$ cat config.mk
export PLATFORM = sky130hd
export DESIGN_NAME = clk_div_multi_flat
export DESIGN_NICKNAME = d
export VERILOG_FILES = /design/src/rtl/clk_div_multi_if.sv /design/src/rtl/clk_div_multi.sv /design/src/flat_wrapper.sv
export SDC_FILE = /design/constraint.sdc
export NUM_CORES = 1
export LEC_CHECK = 0
export CORE_ASPECT_RATIO = 0.6
export CORE_MARGIN = 1.5
export CORE_UTILIZATION = 45
export CTS_CLUSTER_DIAMETER = 50
export CTS_CLUSTER_SIZE = 12
export DETAILED_ROUTE_END_ITERATION = 16
export PLACE_DENSITY = 0.67
export SLEW_MARGIN = 20
export SYNTH_ARGS = -nofsm -noshare
export SYNTH_HDL_FRONTEND = slang
export SYNTH_SLANG_ARGS = --single-unit
export TNS_END_PERCENT = 50
$ cat constraint.sdc
create_clock -name i_ref_clk -period 2.5 [get_ports i_ref_clk]
set_input_delay 0.25 -clock i_ref_clk [delete_from_list [all_inputs] [get_ports i_ref_clk]]
set_output_delay 0.25 -clock i_ref_clk [all_outputs]
set_load 0.01 [all_outputs]
$ cat src/rtl/clk_div_multi_if.sv
// Interface bundling the per-channel enable/ratio inputs and divided-clock outputs of clk_div_multi.
// The o_tick member exists only when CLK_DIV_TICK_EN is defined.
interface clk_div_multi_if #(
  parameter int WIDTH    = 8,
  parameter int CHANNELS = 2
);
  logic [CHANNELS-1:0]       i_clk_en;
  logic [CHANNELS*WIDTH-1:0] i_div_ratio;
  logic [CHANNELS-1:0]       o_div_clk;
  logic [CHANNELS-1:0]       o_locked;
`ifdef CLK_DIV_TICK_EN
  logic [CHANNELS-1:0]       o_tick;
`endif

`ifdef CLK_DIV_TICK_EN
  modport master (
    output i_clk_en, i_div_ratio,
    input  o_div_clk, o_locked, o_tick
  );
  modport slave (
    input  i_clk_en, i_div_ratio,
    output o_div_clk, o_locked, o_tick
  );
`else
  modport master (
    output i_clk_en, i_div_ratio,
    input  o_div_clk, o_locked
  );
  modport slave (
    input  i_clk_en, i_div_ratio,
    output o_div_clk, o_locked
  );
`endif
endinterface

$ cat src/rtl/clk_div_multi.sv
// N-channel integer clock divider with glitch-free ratio reload at period boundaries.
// Optional macro CLK_DIV_TICK_EN adds a per-channel o_tick pulse aligned with each divided-clock rise.
module clk_div_multi #(
  parameter int WIDTH    = 8,
  parameter int CHANNELS = 2
) (
  input  logic          i_ref_clk,
  input  logic          i_rst_n,
  clk_div_multi_if.slave bus
);

  typedef enum logic {
    IDLE = 1'b0,
    RUN  = 1'b1
  } state_e;

  localparam logic [WIDTH-1:0] ONE = WIDTH'(1);
  localparam logic [WIDTH-1:0] TWO = WIDTH'(2);

  state_e           state_q   [CHANNELS];
  state_e           state_d   [CHANNELS];
  logic [WIDTH-1:0] cnt_q     [CHANNELS];
  logic [WIDTH-1:0] cnt_d     [CHANNELS];
  logic [WIDTH-1:0] r_act_q   [CHANNELS];
  logic [WIDTH-1:0] r_act_d   [CHANNELS];
  logic [WIDTH-1:0] ratio     [CHANNELS];
  logic [WIDTH-1:0] half      [CHANNELS];
  logic [WIDTH-1:0] cnt_inc   [CHANNELS];
  logic [CHANNELS-1:0] div_clk_q;
  logic [CHANNELS-1:0] div_clk_d;
  logic [CHANNELS-1:0] tick_q;
  logic [CHANNELS-1:0] tick_d;
  logic [CHANNELS-1:0] div_clk_o;
  logic [CHANNELS-1:0] locked_o;

  // Next-state logic for every channel; a channel only ever loads a new ratio when it
  // starts a fresh period, so the output never sees a truncated high or low phase.
  always_comb begin
    for (int k = 0; k < CHANNELS; k++) begin
      // NOTE: every combinational output gets a default first so no path leaves it unassigned (no latch).
      state_d[k]   = state_q[k];
      cnt_d[k]     = cnt_q[k];
      r_act_d[k]   = r_act_q[k];
      div_clk_d[k] = div_clk_q[k];
      tick_d[k]    = 1'b0;
      ratio[k]     = bus.i_div_ratio[k*WIDTH +: WIDTH];
      half[k]      = r_act_q[k] - (r_act_q[k] >> 1);
      cnt_inc[k]   = cnt_q[k] + ONE;

      unique case (state_q[k])
        IDLE: begin
          cnt_d[k]     = '0;
          div_clk_d[k] = 1'b0;
          if (bus.i_clk_en[k] && (ratio[k] >= TWO)) begin
            r_act_d[k]   = ratio[k];
            div_clk_d[k] = 1'b1;
            tick_d[k]    = 1'b1;
            state_d[k]   = RUN;
          end
        end
        RUN: begin
          if (!bus.i_clk_en[k]) begin
            // Disable aborts the current period immediately.
            state_d[k]   = IDLE;
            cnt_d[k]     = '0;
            div_clk_d[k] = 1'b0;
          end else if (cnt_q[k] != (r_act_q[k] - ONE)) begin
            cnt_d[k]     = cnt_inc[k];
            div_clk_d[k] = (cnt_inc[k] < half[k]);
          end else if (ratio[k] >= TWO) begin
            r_act_d[k]   = ratio[k];
            cnt_d[k]     = '0;
            div_clk_d[k] = 1'b1;
            tick_d[k]    = 1'b1;
          end else begin
            state_d[k]   = IDLE;
            cnt_d[k]     = '0;
            div_clk_d[k] = 1'b0;
          end
        end
        default: begin
          state_d[k]   = IDLE;
          cnt_d[k]     = '0;
          div_clk_d[k] = 1'b0;
        end
      endcase
    end
  end

  always_ff @(posedge i_ref_clk or negedge i_rst_n) begin
    if (!i_rst_n) begin
      for (int k = 0; k < CHANNELS; k++) begin
        state_q[k] <= IDLE;
        cnt_q[k]   <= '0;
        r_act_q[k] <= '0;
      end
      div_clk_q <= '0;
      tick_q    <= '0;
    end else begin
      // NOTE: sequential state uses non-blocking assignments so all flops update from pre-edge values.
      for (int k = 0; k < CHANNELS; k++) begin
        state_q[k] <= state_d[k];
        cnt_q[k]   <= cnt_d[k];
        r_act_q[k] <= r_act_d[k];
      end
      div_clk_q <= div_clk_d;
      tick_q    <= tick_d;
    end
  end

  // Bypass mux: an idle channel passes the reference clock straight through.
  always_comb begin
    for (int k = 0; k < CHANNELS; k++) begin
      div_clk_o[k] = (state_q[k] == IDLE) ? i_ref_clk : div_clk_q[k];
      locked_o[k]  = (state_q[k] == RUN);
    end
  end

  assign bus.o_div_clk = div_clk_o;
  assign bus.o_locked  = locked_o;

`ifdef CLK_DIV_TICK_EN
  assign bus.o_tick = tick_q;
`else
  logic unused_tick;
  assign unused_tick = ^tick_q;
`endif

endmodule

$ cat src/flat_wrapper.sv
// flat-port wrapper written by rule: the top's interface ports become plain ports
module clk_div_multi_flat 
#(
  parameter int WIDTH    = 8,
  parameter int CHANNELS = 2
)
  (i_ref_clk, i_rst_n, bus_i_clk_en, bus_i_div_ratio, bus_o_div_clk, bus_o_locked);
  clk_div_multi_if #(.WIDTH(WIDTH), .CHANNELS(CHANNELS)) bus_i ();
  input  logic i_ref_clk;
  input  logic i_rst_n;
  input wire logic [$bits(bus_i.i_clk_en)-1:0] bus_i_clk_en;
  input wire logic [$bits(bus_i.i_div_ratio)-1:0] bus_i_div_ratio;
  output wire logic [$bits(bus_i.o_div_clk)-1:0] bus_o_div_clk;
  output wire logic [$bits(bus_i.o_locked)-1:0] bus_o_locked;
  assign bus_i.i_clk_en = bus_i_clk_en;
  assign bus_i.i_div_ratio = bus_i_div_ratio;
  assign bus_o_div_clk = bus_i.o_div_clk;
  assign bus_o_locked = bus_i.o_locked;
  clk_div_multi #(.WIDTH(WIDTH), .CHANNELS(CHANNELS)) u_core (.i_ref_clk(i_ref_clk), .i_rst_n(i_rst_n), .bus(bus_i));
endmodule
==> flow_metrics.tcl, run 1 <==
set metrics [dict create \
    slowest_stage "dfrtp_1" \
    fin_util 0.607 \
    avgSynthCellArea_sq_um 10.0 \
    area_growth_pct 27.4 \
    leakage_nw 1.80 \
    critPathRequiredTime_ns 2.81 \
    die_h_microns 66.0 \
    io_buffers 23 \
    arrival_ns 2.96 \
    syn_nets 365 \
    violations "negative setup slack" \
    grt_pass1_wl_microns 11600 \
    hpwl_microns 5540 \
    layout-drive-gt1-share 0.261 \
    rows 22 \
    async_flop_share 1.00 \
    endpoint_kind "register" \
    syn_area_sq_um 2980 \
    final_common_cell "ha_1" \
    setup_violations 2 \
    ant_nets 0 \
    antenna_found_initial 0 \
    cts_tree "done" \
    finalCritPeriodShare 1.06 \
    synth_top_cell_by_area "dfrtp_1" \
    hold_violations 0 \
    drc 0 \
    final_cell_area_sq_um 3790 \
    cpLargestDelayFamily "compound AO/OA/AOI/OAI gates" \
    power.density_nw_per_um2 673 \
    yosysSeqAreaShare 0.302 \
    max_slew_margin 0.443 \
    post-place-ws_ns -0.214 \
    hold_class "in -> reg" \
    ios 24 \
    vias_per_cell 5.13 \
    reg2reg_slack_ns -0.15 \
    timing.hold.ws_ns 0.418 \
    synth_top_area_share 0.302 \
    ys_seq_elements 36 \
    fmax_mhz 377 \
    initial_core_util 0.477 \
    power.total_mw 2.55 \
    gr-usage-all-layers 0.221 \
    wl_per_cell_microns 15.9 \
    synth_area_leaders "dfrtp_1 30%, ha_1 19%, xnor2_1 8.5%" \
    status "finished with violations" \
    path_buf_inv 2 \
    grt_max_degree 37 \
    first_global_vias 2252 \
    core-area_sq_um 6250 \
    routed_wl_microns 7140 \
    drt_pre_antenna_iters 4 \
    ir_worst_vdd_mv 0.378 \
    worst_slack_ns -0.150 \
    synthFlopType "dfrtp_1" \
    final_cell_mix "42 x ha_1, 34 x dfrtp_1, 30 x buf_4, 29 x xnor2_1, 23 x inv_1" \
    dieWidth_microns 108 \
    fin_crit_ns 2.65 \
    finalNetCount 431 \
    placed_area_sq_um 3520 \
    place_congestion 0.848 \
    worst_pin_slew_ns 0.835 \
    max_stage_delay_ns 0.40 \
    ys_types 44 \
    via_count 2299 \
    overflow 0 \
    antenna_cells 0 \
    path_class "reg -> reg" \
    rsz0062_at_grt "yes" \
    path_cells "inv_2, ha_4, inv_2, fa_2, a21o_1, a21oi_2, xnor2_1, ha_1, a21o_1, a21oi_1, o21ai_1, a21oi_2, nor2b_1, o31ai_1" \
    skew_ns 0.00318 \
    path_clk_slew_ns 0.08 \
    synth-edff-count 0 \
    startpoint_type "register" \
    dieArea_sq_um 7130 \
    maxCapViolCount 0 \
    drt_iter0_markers 101 \
    maxSlewViolCount 0 \
    postSynthCellCount 297 \
    clkLatencyLatePin_ns 0.40 \
    yosys_warnings 0 \
    fillCellCount 504 \
    critPathMaxFanout 2 \
]
[power by group]
part	total (mW)	internal (mW)	leakage [nW]	switching, mW
clock	0.686	0.402	0.0955	0.285
sequential	0.680	0.631	0.457	0.0487
combinational	1.19	0.610	1.25	0.578
[flip-flops by register name (all words and copies together), names as in the netlist]
register             count
u_core.cnt_q            16
u_core.r_act_q          16
u_core.bus.o_locked      2
u_core.div_clk_q         2
[layer usage]
layer | vias to the layer above | part of all wire | global-route usage
met1 | 1082 | 0.56 | 0.366
met4 | 0 | 0.0069 | 0.0543
met3 | 6 | 0.055 | 0.0433
met5 | - | 0 | 0
li1 | 1155 | - | -
met2 | 56 | 0.38 | 0.278
[worst register-to-register path: cells and delay by family (launching register included)]
family	cells	cell delay, ns
buffers and inverters	2	0.11
and+or+nand+nor	1	0.05
adders and majority gates	3	0.75
xor gates and xnor gates	1	0.16
AOI/OAI and AO/OA	7	1.09
DFF	1	0.40
[through the flow]
step	std cells	TNS, ns
3_3_place_gp	429	-0.227
4_1_cts	447	-0.311
6_report	448	-0.297
2_1_floorplan	297	-0.0681
3_5_place_dp	429	-0.425
5_1_grt	448	-0.588
[area by class of cell]
class | count | area [sq um] | area share
Multi-Input combinational cell | 230 | 2040 | 0.538
Clock buffer | 12 | 158 | 0.0415
Clock inverter | 2 | 10.0 | 0.00264
Inverter | 30 | 113 | 0.0297
Sequential cell | 36 | 903 | 0.238
Timing Repair Buffer | 54 | 463 | 0.122
Tap cell | 84 | 105 | 0.0277
[final timing paths]
| check | from | endpoint | cells past startpoint |
|---|---|---|---|
| max | u_core.r_act_q[8]$_DFFE_PN0P_ | u_core.div_clk_q[0]$_DFF_PN0_ | 14 |
| min | bus_i_clk_en[1] | u_core.bus.o_locked[1]$_DFF_PN0_ | 3 |
| max reg2reg | u_core.r_act_q[8]$_DFFE_PN0P_ | u_core.div_clk_q[0]$_DFF_PN0_ | 14 |
| min reg2reg | u_core.cnt_q[0]$_DFF_PN0_ | u_core.cnt_q[0]$_DFF_PN0_ | 1 |
| max in group asynchronous | i_rst_n | u_core.r_act_q[9]$_DFFE_PN0P_ | 2 |
| min in group asynchronous | i_rst_n | u_core.r_act_q[13]$_DFFE_PN0P_ | 2 |
[repair_timing]
item                       CTS  global route
gates resized for setup     14            11
hold endpoints to repair    36             0
hold buffers                 1             0
setup buffers                4             2
setup endpoints to repair    6            34
pin swaps                   18             9
cloned                       1             0
[synthesized netlist by cell type, types with 2 or more instances]
| master | count |
|---|---|
| a21boi_0 | 4 |
| o21ba_2 | 2 |
| nand3_1 | 6 |
| nor4_1 | 2 |
| nand3b_1 | 3 |
| a22o_2 | 5 |
| o21a_1 | 3 |
| o21ai_0 | 5 |
| xor2_1 | 17 |
| nand2_1 | 8 |
| nor2_1 | 16 |
| and3_1 | 2 |
| a21o_1 | 4 |
| nor2b_1 | 17 |
| dfrtp_1 | 36 |
| nand2b_1 | 2 |
| or2_2 | 3 |
| inv_1 | 30 |
| fa_1 | 2 |
| o2111ai_1 | 3 |
| ha_1 | 46 |
| nor3_1 | 3 |
| xnor2_1 | 29 |
| a31oi_1 | 3 |
| mux2_2 | 11 |
| o31ai_1 | 2 |
| mux2_4 | 3 |
| o21bai_1 | 4 |
| a21oi_1 | 11 |
[cells by family (layout without fill, tap and decap cells)]
kind of cell	Yosys count	after routing	share of synthesized area
AND/OR/NAND/NOR	67	68	0.121
AO/OA/AOI/OAI	54	54	0.137
adder cells (fa/ha/maj)	48	48	0.207
XOR/XNOR	46	46	0.135
flip-flops	36	36	0.302
buffers and inverters	32	98	0.0416
multiplexers	14	14	0.0567
No activity file was read; power rests on OpenSTA's default activity.
==> run 2: changes to the inputs <==
- PLACE_DENSITY: 0.67 -> not set
- REMOVE_ABC_BUFFERS: not set -> 1
- clock period: 2.5 -> 2.6 ns (I/O delays scaled with it)
==> run 2 against run 1 <==
Power down 2.5%; worst hold slack worse by 0.43 ns; the flow finishes with violations (negative hold slack, negative setup slack); largest cell class unchanged; highest routed layer unchanged; sequential share of layout area is 0.67 points lower; setup slack better by 0.12 ns; first-iteration DRC count grew 29%.
==> flow_metrics.tcl, run 2 (same netlist as run 1, synthesis figures left out) <==
set metrics [dict create \
    dieArea_sq_um 7130 \
    fmax_mhz 380 \
    grt_max_degree 37 \
    die_h_microns 66.0 \
    finalNetCount 437 \
    slowest_stage "dfrtp_2" \
    grt.busiest_layer "met1" \
    crit-reg2reg-launch "u_core.r_act_q[1]$_DFFE_PN0P_" \
    critPathRequiredTime_ns 2.92 \
    endpoint_kind "register" \
    power.density_nw_per_um2 639 \
    place_congestion 0.879 \
    hold_violations 21 \
    first_global_vias 2207 \
    reg.largest.list "u_core.cnt_q x16, u_core.r_act_q x16" \
    skew_ns 0.0116 \
    cts_tree "done" \
    violations "negative hold slack, negative setup slack" \
    arrival_ns 2.96 \
    cpLargestDelayFamily "compound AO/OA/AOI/OAI gates" \
    drt_iter0_markers 130 \
    post-place-ws_ns -0.228 \
    final_cell_mix "39 x ha_1, 36 x buf_4, 35 x dfrtp_1, 29 x xnor2_1, 23 x inv_1" \
    initial_core_util 0.477 \
    timing.hold.ws_ns -0.0101 \
    reg2reg_slack_ns -0.03 \
    critPathMaxFanout 3 \
    internal-power_mw 1.62 \
    cp_common_cell "buf_4" \
    use_met1 0.372 \
    path_buf_inv 5 \
    path_cells "buf_6, buf_4, ha_4, o21ba_4, o21bai_2, buf_4, buf_4, buf_4, xnor2_1, ha_2, a21o_1, a2111oi_2, a21oi_1, o21ai_1" \
    path_clk_slew_ns 0.08 \
    drc 0 \
    antenna_found_initial 0 \
    r2r-end "u_core.div_clk_q[1]$_DFF_PN0_" \
    core-area_sq_um 6250 \
    routed_wl_microns 7040 \
    setup_violations 2 \
    max_slew_margin 0.380 \
    grt.met2_usage 0.250 \
    hpwl_microns 5460 \
    startpoint_type "register" \
    status "finished with violations" \
    rsz0062_at_grt "yes" \
    ant_nets 0 \
    r2r_cells 14 \
    hold_class "in -> async" \
    overflow 0 \
    gr-usage-all-layers 0.219 \
    antenna_cells 0 \
    fillCellCount 518 \
    worst_pin_slew_ns 0.930 \
    worst_slack_ns -0.0347 \
    grt_pass1_wl_microns 11400 \
    maxCapViolCount 0 \
    io_buffers 23 \
    clkLatencyLatePin_ns 0.40 \
    p_sw_uw 872 \
    dieWidth_microns 108 \
    wl_per_cell_microns 15.5 \
    fin_crit_ns 2.63 \
    via_count 2281 \
    finalCritPeriodShare 1.01 \
    rows 22 \
    drt_pre_antenna_iters 4 \
    ios 24 \
    combPwrFrac 0.460 \
    grt_use_met3 0.0522 \
    layout-drive-gt1-share 0.285 \
    cp-startpoint "u_core.r_act_q[1]$_DFFE_PN0P_" \
    vias_per_cell 5.04 \
    maxSlewViolCount 0 \
    ir_worst_vdd_mv 0.294 \
    path_class "reg -> reg" \
    placed_area_sq_um 3520 \
    final_cell_area_sq_um 3900 \
    clkPwrFrac 0.276 \
    leakage_nw 1.84 \
    final_common_cell "ha_1" \
    p_seq_frac 0.264 \
    swShare 0.350 \
    max_stage_delay_ns 0.46 \
    area_growth_pct 30.9 \
    tns_ns -0.0680 \
]
[run 2: cell types whose count changed in the layout (fill, tap and decap cells not counted), moves of 2 or more]
cell      change
clkinv_2      -2
ha_4          +3
inv_2         -3
buf_4         +6
ha_1          -3
inv_4         +2
[run 2: repair_timing]
item | 4_1_cts | 5_1_grt
pin swaps | 25 | 4
gates resized for setup | 28 | 16
endpoints found under the setup margin | 6 | 33
hold buffers | 0 | 0
setup buffers | 8 | 2
gates cloned | 1 | 0
[run 2: layout make-up]
class	instances	area [sq um]	area share
multi-input cells	230	2090	0.536
repair buffers	60	509	0.131
well taps	84	105	0.0270
inverters	30	123	0.0315
clock buffers	13	171	0.0440
flip-flops and latches	36	902	0.231
[run 2: stage by stage]
| step | util | power [mW] | std cells |
|---|---|---|---|
| floorplan | - | 1.36 | 295 |
| global placement | 0.563 | 1.71 | 431 |
| detailed placement | 0.563 | 1.71 | 431 |
| CTS | 0.611 | 2.44 | 451 |
| global route | 0.624 | 2.67 | 453 |
| finish | 0.624 | 2.49 | 453 |
[run 2: layer usage]
| metal | wire length [microns] | vias up |
|---|---|---|
| met2 | 2250 | 51 |
| met3 | 425 | 7 |
| met4 | 63 | 0 |
| met1 | 4300 | 1059 |
| met5 | 0 | - |
| li1 | - | 1164 |
[run 2: worst max-delay path by stage]
stage          slack (ns)                             to  cells past startpoint
2_1_floorplan       -0.07  u_core.div_clk_q[1]$_DFF_PN0_                     13
3_3_place_gp        -0.10  u_core.div_clk_q[1]$_DFF_PN0_                     13
3_5_place_dp        -0.23  u_core.div_clk_q[1]$_DFF_PN0_                     13
4_1_cts             -0.04  u_core.div_clk_q[1]$_DFF_PN0_                     12
5_1_grt             -0.17  u_core.div_clk_q[1]$_DFF_PN0_                     14
6_report            -0.03  u_core.div_clk_q[1]$_DFF_PN0_                     14
[run 2: power by group through the flow]
stage / sequential, mW / clock [mW] / combinational (mW)
3_5_place_dp: 0.661 / 0.0615 / 0.986
6_report: 0.658 / 0.687 / 1.15
2_1_floorplan: 0.664 / 0.0289 / 0.662
5_1_grt: 0.665 / 0.729 / 1.27
4_1_cts: 0.654 / 0.698 / 1.09
3_3_place_gp: 0.659 / 0.0615 / 0.987
[run 2: worst register-to-register path, stage by stage, from the launching register on]
cell and delay [ns]:
dfrtp_2 0.46, buf_6 0.15, buf_4 0.13, ha_4 0.14, o21ba_4 0.21, o21bai_2 0.08, buf_4 0.14, buf_4 0.12
buf_4 0.12, xnor2_1 0.13, ha_2 0.17, a21o_1 0.18, a2111oi_2 0.28, a21oi_1 0.11, o21ai_1 0.13
==> run 3: changes to the inputs <==
- CORE_MARGIN: 1.5 -> not set
- PLACE_DENSITY: not set -> 0.62
==> run 3 against run 2 <==
The run ends with negative setup slack left; cell area shrank 3.2%; setup slack worse by 0.021 ns; clock skew shrank 0.0045 ns; sequential share of layout area is 0.73 points higher; largest power group unchanged.
==> flow_metrics.tcl, run 3 (same netlist as run 1, synthesis figures left out) <==
set metrics [dict create \
    cts_tree "done" \
    cpLargestDelayFamily "compound AO/OA/AOI/OAI gates" \
    drc 0 \
    maxCapViolCount 0 \
    finalNetCount 433 \
    core-area_sq_um 6250 \
    status "finished with violations" \
    dieArea_sq_um 6960 \
    worst_slack_ns -0.0554 \
    drt_iter0_markers 118 \
    dp_cells 430 \
    reg2reg_slack_ns -0.06 \
    routed_wl_microns 6960 \
    post-place-ws_ns -0.244 \
    multi_input_area_sq_um 2020 \
    antenna_cells 0 \
    reg.largest.list "u_core.cnt_q x16, u_core.r_act_q x16" \
    ant_nets 0 \
    path_class "reg -> reg" \
    initial_core_util 0.477 \
    grt_pass1_wl_microns 11500 \
    io_buffers 23 \
    place_congestion 0.834 \
    overflow 0 \
    r2r-end "u_core.div_clk_q[1]$_DFF_PN0_" \
    dieWidth_microns 107 \
    leakage_nw 1.80 \
    maxSlewViolCount 0 \
    layout-drive-gt1-share 0.247 \
    slowest_stage "dfrtp_1" \
    skew_ns 0.00710 \
    r2r_cells 13 \
    final_common_cell "ha_1" \
    hold_violations 0 \
    vias_per_cell 5.10 \
    path_buf_inv 2 \
    cp_common_cell "inv_2" \
    fillCellCount 536 \
    die_h_microns 65.0 \
    rows 22 \
    ios 24 \
    endpoint_kind "register" \
    whs_path_depth 3 \
    violations "negative setup slack" \
    worst_pin_slew_ns 0.834 \
    hold_end "u_core.bus.o_locked[1]$_DFF_PN0_" \
    fin_util 0.604 \
    rsz0062_at_grt "yes" \
    hold_class "in -> reg" \
    path_cells "inv_2, ha_4, inv_2, fa_2, nor2b_1, o21a_1, nor2_1, xnor2_1, ha_1, a21o_1, a2111oi_2, a21oi_1, o21ai_1" \
    first_global_vias 2275 \
    min-delay-start "bus_i_clk_en[1]" \
    hpwl_microns 5480 \
    max_stage_delay_ns 0.39 \
    finalCritPeriodShare 1.02 \
    critPathRequiredTime_ns 2.93 \
    wl_per_cell_microns 15.5 \
    fin_cells 449 \
    power.density_nw_per_um2 629 \
    startpoint_type "register" \
    critPathMaxFanout 2 \
    gr-usage-all-layers 0.224 \
    seqCellArea_sq_um 901 \
    area_growth_pct 26.7 \
    crit-reg2reg-launch "u_core.r_act_q[0]$_DFFE_PN0P_" \
    antenna_found_initial 0 \
    final_cell_mix "42 x ha_1, 36 x dfrtp_1, 35 x buf_4, 29 x xnor2_1, 25 x inv_1" \
    path_clk_slew_ns 0.08 \
    via_count 2289 \
    timing.hold.ws_ns 0.414 \
    fin_crit_ns 2.66 \
    drt_pre_antenna_iters 4 \
    ir_worst_vdd_mv 0.431 \
    grt_max_degree 37 \
    clkLatencyLatePin_ns 0.40 \
    max_slew_margin 0.444 \
    power.total_mw 2.37 \
    setup_violations 2 \
    arrival_ns 2.98 \
    fmax_mhz 377 \
]
## run 3: cell count changes in the layout (fill, tap and decap cells not counted), moves of 2 or more
cell / change
a21oi_2: -2
clkbuf_8: -2
ha_4: -3
a21oi_1: +2
buf_6: -3
ha_1: +3
inv_1: +2
## run 3: cell type report
class	count	area share
clock buffer	12	0.0391
tap	84	0.0279
sequential	36	0.239
inverter	30	0.0305
clock inverter	1	0.00133
multi-input combinational	229	0.536
timing repair buffer	57	0.127
## run 3: worst max path at each step
| stage | from | to | cells after the start |
|---|---|---|---|
| floorplan | u_core.r_act_q[0]$_DFFE_PN0P_ | u_core.div_clk_q[1]$_DFF_PN0_ | 13 |
| global route | u_core.r_act_q[1]$_DFFE_PN0P_ | u_core.div_clk_q[1]$_DFF_PN0_ | 12 |
| global placement | u_core.r_act_q[0]$_DFFE_PN0P_ | u_core.div_clk_q[1]$_DFF_PN0_ | 13 |
| CTS | u_core.r_act_q[1]$_DFFE_PN0P_ | u_core.div_clk_q[1]$_DFF_PN0_ | 12 |
| detailed placement | u_core.r_act_q[0]$_DFFE_PN0P_ | u_core.div_clk_q[1]$_DFF_PN0_ | 13 |
| finish | u_core.r_act_q[0]$_DFFE_PN0P_ | u_core.div_clk_q[1]$_DFF_PN0_ | 13 |
## run 3: stage by stage
| step | setup TNS, ns | instance area, sq um |
|---|---|---|
| after floorplan | -0.0935 | 2970 |
| after global placement | -0.175 | 3510 |
| after detailed placement | -0.412 | 3510 |
| after CTS | -0.0127 | 3720 |
| after global routing | -0.414 | 3770 |
| final | -0.0598 | 3770 |
## run 3: power by group
group | switching [mW] | internal [mW] | total, mW | leakage (nW)
logic | 0.531 | 0.565 | 1.10 | 1.26
clock network | 0.269 | 0.357 | 0.625 | 0.0856
registers | 0.0452 | 0.606 | 0.651 | 0.460
total | 0.845 | 1.53 | 2.37 | 1.80
## run 3: repair_timing
item,in CTS,in global routing
pin swaps,17,11
gates resized for setup,18,10
buffers inserted,5,3
hold buffers,1,0
endpoints found under the hold margin,22,0
gates cloned,0,0
endpoints found under the setup margin,3,34
## run 3: per-layer routing
metal / part of all wire / GRT usage
met1: 0.59 / 0.362
met2: 0.35 / 0.281
met3: 0.057 / 0.0533
met4: 0.0057 / 0.0634
met5: 0 / 0
## run 3: tightest hold or removal path, cell delays in order
cell	delay, ns
clkdlybuf4s50_1	0.39
inv_1	0.08
a31oi_1	0.05
